**config.mk**
```make
export PLATFORM = sky130hd
export DESIGN_NAME = dm_store_fwd_buf
export DESIGN_NICKNAME = d
export VERILOG_FILES = /design/src/rtl/dm_store_fwd_buf.sv
export SDC_FILE = /design/constraint.sdc
export NUM_CORES = 1
export LEC_CHECK = 0
export ABC_AREA = 1
export CORE_MARGIN = 4
export CORE_UTILIZATION = 30
export CTS_CLUSTER_SIZE = 25
export DETAILED_ROUTE_END_ITERATION = 8
export GPL_ROUTABILITY_DRIVEN = 0
export PLACE_DENSITY_LB_ADDON = 0.1
export SLEW_MARGIN = 20
export SYNTH_ARGS = -nofsm -noshare
export SYNTH_HDL_FRONTEND = slang
export SYNTH_SLANG_ARGS = --single-unit
```
**constraint.sdc**
```tcl
create_clock -name clk -period 10 [get_ports clk]
set_clock_uncertainty 0.05 [all_clocks]
set_input_delay 1 -clock clk [delete_from_list [all_inputs] [get_ports clk]]
set_output_delay 1 -clock clk [all_outputs]
set_load 0.1 [all_outputs]
```
**src/rtl/dm_store_fwd_buf.sv**
```systemverilog
// Store-data forwarding for the M stage: picks the youngest write to the store's rt
// register among the live W write, a short commit history, and the M pipeline value.
module dm_store_fwd_buf #(
  parameter int DATA_W = 32,
  parameter int ADDR_W = 5,
  parameter int DEPTH  = 2
) (
  input  logic                          clk,
  input  logic                          reset,
  input  logic                          m_load,
  input  logic                          m_store,
  input  logic [ADDR_W-1:0]             m_rt_addr,
  input  logic [DATA_W-1:0]             m_rt_data,
  input  logic                          wb_we,
  input  logic [ADDR_W-1:0]             wb_addr,
  input  logic [DATA_W-1:0]             wb_data,
  output logic [DATA_W-1:0]             dm_wdata,
  output logic                          fwd_hit,
  output logic [$clog2(DEPTH+2)-1:0]    fwd_src,
  output logic                          hist_ovf
);

  localparam int SRC_W = $clog2(DEPTH+2);
  localparam int CNT_W = SRC_W;
  localparam logic [CNT_W-1:0] CNT_SAT = CNT_W'(DEPTH + 1);
  localparam logic [CNT_W-1:0] CNT_LIM = CNT_W'(DEPTH);

  logic [DEPTH-1:0]  hist_vld;
  logic [ADDR_W-1:0] hist_addr [DEPTH];
  logic [DATA_W-1:0] hist_data [DEPTH];
  logic [CNT_W-1:0]  commit_cnt;
  logic              ovf_q;

  logic recordable;
  logic hist_we;

  // DM qualifies the write with m_store; the selection itself never looks at it.
  logic unused_store;
  assign unused_store = m_store;

  assign recordable = wb_we && (wb_addr != '0);
  assign hist_we    = recordable && !m_load && !reset;

  // History control: valid bits, commit counter, sticky overflow.
  always_ff @(posedge clk) begin
    if (reset || m_load) begin
      hist_vld   <= '0;
      commit_cnt <= '0;
      ovf_q      <= 1'b0;
    end else if (recordable) begin
      for (int k = DEPTH - 1; k >= 1; k--) begin
        hist_vld[k] <= hist_vld[k-1];
      end
      hist_vld[0] <= 1'b1;
      if (commit_cnt != CNT_SAT) begin
        commit_cnt <= commit_cnt + 1'b1;
      end
      if (commit_cnt >= CNT_LIM) begin
        ovf_q <= 1'b1;
      end
    end
  end

  // History payload: shifts with the valid bits, never reset.
  always_ff @(posedge clk) begin
    if (hist_we) begin
      for (int k = DEPTH - 1; k >= 1; k--) begin
        hist_addr[k] <= hist_addr[k-1];
        hist_data[k] <= hist_data[k-1];
      end
      hist_addr[0] <= wb_addr;
      hist_data[0] <= wb_data;
    end
  end

  // Zero-latency selection; scanning oldest to youngest lets the youngest match win.
  always_comb begin
    dm_wdata = m_rt_data;
    fwd_src  = '0;
    if (m_rt_addr != '0) begin
      if (recordable && (wb_addr == m_rt_addr)) begin
        dm_wdata = wb_data;
        fwd_src  = SRC_W'(1);
      end else begin
        for (int k = DEPTH - 1; k >= 0; k--) begin
          if (hist_vld[k] && (hist_addr[k] == m_rt_addr)) begin
            dm_wdata = hist_data[k];
            fwd_src  = SRC_W'(k + 2);
          end
        end
      end
    end
  end

  assign fwd_hit  = (fwd_src != '0);
  assign hist_ovf = ovf_q;

endmodule

```
==> results_dict.tcl <==
set metrics [dict create \
    status "completed" \
    overflow 0 \
    yosysTopAreaCellShare_pct 47.9 \
    cp_max_fo 35 \
    busiest_layer "met2" \
    cts_resized 0 \
    cts_htree_levels 3 \
    die_x_um 132 \
    grt_max_degree 67 \
    use_met1_pct 17.3 \
    use_met2_pct 24.5 \
    first_iter_violations 246 \
    clockBufferDepth 2 \
    maxCapViolCount 0 \
    finalSetupViolCount 0 \
    cpMostUsedCell "nand2_1" \
    hp-class "reg -> reg" \
    critical_path_arrival_ps 5110 \
    syn-cell-area_um2 4640 \
    yosys_register_bits 79 \
    slowest_delay_ps 1130 \
    yosysWarnings 0 \
    clock_tree.root_cell "clkbuf_16" \
    cts_tree "done" \
    critPathRequiredTime_ps 8950 \
    initial_core_util_pct 30.5 \
    ys_top_cells_by_area "edfxtp_1 (48%), nand2_1 (17%), nand3_1 (10%)" \
    syn_inst 631 \
    power_density_nw_per_um2 142 \
    finalSetupTns_ps 0 \
    yosys.area.top_type "edfxtp_1" \
    grt_first_pass_wirelength_mm 20.1 \
    hold_buffers 0 \
    cts.clk_slew.worst_paths_ps 60 \
    syn_to_final_growth_pct 33.3 \
    std_cell_rows 45 \
    io_buffers 113 \
    critPathKind "in -> out" \
    wire_per_inst_um 13.1 \
    whs_endpoint "hist_data[0][50]" \
    cp_top_family "buffers and inverters" \
    hold_viol 0 \
    cp_num_buf_inv 4 \
    synth-main-ff-cell "edfxtp_1" \
    synth_common_cells "nand2_1 (207), inv_1 (112), nand3_1 (94)" \
    antenna_left 0 \
    grt_setup_unrepaired "no" \
    dp_hpwl_mm 7.70 \
    grt.met3_usage_pct 2.94 \
    io_pins 115 \
    die_y_um 132 \
    n_antenna_cell 0 \
    yosysSeqAreaShare_pct 50.1 \
    fin_nets 811 \
    whs_ps 395 \
    p_leak_nw 2.85 \
    crit_slowest_cell "clkdlybuf4s50_1" \
    die-area_um2 17500 \
    drc 0 \
    r2r_start "commit_cnt[1]" \
    grt_pass1_vias 4018 \
    drive_above_1_share_pct 4.35 \
    whs_path_depth 0 \
    reg2regPathDepth 4 \
    r2r_slack_ps 8640 \
    wl_mm 12.1 \
    worst_slew_pin_slew_ps 977 \
    cts_made_buffers 9 \
    relSlewSlack_pct 34.7 \
    crit_chain "clkdlybuf4s50_1 -> inv_2 -> nand2_1 -> nand2_1 -> nor2_1 -> nand3_2 -> inv_2 -> nand3_1 -> nand3_1 -> nand2_1 -> nand2_1 -> clkdlybuf4s50_1" \
    synth_edf_count 74 \
    vias_per_cell 4.35 \
    peakVddDrop_mv 0.0640 \
    period_share_pct 61.6 \
    antenna_found_initial 0 \
    drtPass1Iterations 4 \
    worstHoldStart "hist_data[0][18]" \
    synthArstFlopShare_pct 0 \
    maxSlewViolCount 0 \
    yosysMostFrequentCell "nand2_1" \
    worstSkewPairLatency_ps 330 \
    end_kind "output pin" \
    fin_crit_ps 6160 \
    fin_util_pct 40.7 \
    syn_area_per_cell_um2 7.35 \
    max_clock_freq_mhz 162 \
    cts_setup_buffers 0 \
    clock-sinks 79 \
    r2r-end "commit_cnt[1]" \
    grt_usage_pct 14.1 \
    core_um2 15200 \
    vias 4019 \
    ys_types 25 \
    worstSetupStartpointType "input pin" \
    postSynthNetCount 712 \
]
## metal layers
layer	wire length [um]	share of wire, %
met1	5520	46
met2	5810	48
met3	622	5.1
met4	174	1.4
met5	0	0
## kinds of logic after synthesis
| logic type | Yosys count | synth area share (%) |
|---|---|---|
| AOI/OAI and AO/OA | 10 | 1.32 |
| adders and majority gates | 2 | 0.539 |
| DFF | 79 | 50.1 |
| xor gates and xnor gates | 1 | 0.189 |
| buffers and inverters | 150 | 13.2 |
| and+or+nand+nor | 389 | 34.7 |
## power by group
part	switching, mW	internal (mW)	total, mW
clock network	0.123	0.189	0.312
logic	0.128	0.0611	0.189
registers	0.00417	0.373	0.377
## worst register-to-register path, cell delays in order, from the launching register on
cell     delay (ps)
dfxtp_1         340
ha_1            180
or2_2           330
or2_2           280
a21oi_1         120
## through the flow
stage | std cells | instance area [um2] | total power, mW | setup WS [ps]
5_1_grt | 923 | 6180 | 0.914 | 3410
3_3_place_gp | 907 | 5900 | 0.573 | 3730
3_5_place_dp | 907 | 5900 | 0.574 | 3690
2_1_floorplan | 631 | 4640 | 0.507 | 4880
4_1_cts | 923 | 6180 | 0.893 | 3700
6_report | 923 | 6180 | 0.879 | 3840
## worst max path at each step
stage / startpoint / endpoint / slack, ps / cells past startpoint
CTS: m_rt_addr[4] / dm_wdata[18] / 3700 / 12
global route: m_rt_addr[4] / dm_wdata[30] / 3410 / 12
global placement: m_rt_addr[4] / dm_wdata[18] / 3730 / 12
detailed placement: m_rt_addr[4] / dm_wdata[18] / 3690 / 12
finish: m_rt_addr[4] / dm_wdata[20] / 3840 / 12
floorplan: m_load / hist_addr[0][0] / 4880 / 3
## flip-flops by register name, summed over array words and instances (netlist names)
name        count
hist_data      64
hist_addr      10
commit_cnt      2
hist_vld        2
hist_ovf        1
## cell usage in the layout (no fill, tap or decap), types with 2 or more instances in the layout
cell,netlist,routed
nand2_1,207,207
clkdlybuf4s50_1,0,113
inv_1,112,112
nand3_1,94,94
nor2_1,79,78
edfxtp_1,74,74
clkbuf_16,0,9
inv_2,7,7
dfxtp_1,5,5
buf_4,8,5
a21oi_1,4,4
clkbuf_1,12,4
nand4_1,3,3
or2_2,3,3
clkbuf_8,0,3
o21ai_0,2,2
nor2_4,0,2
ha_1,2,2
## final cells by class
| cell class | instances | area (um2) |
|---|---|---|
| Multi-Input combinational cell | 402 | 1720 |
| Timing Repair Buffer | 118 | 1170 |
| Clock buffer | 16 | 282 |
| Fill cell | 1566 | 9020 |
| Inverter | 120 | 450 |
| Tap cell | 188 | 235 |
| Sequential cell | 79 | 2320 |
Power figures use the tool's default switching activity.
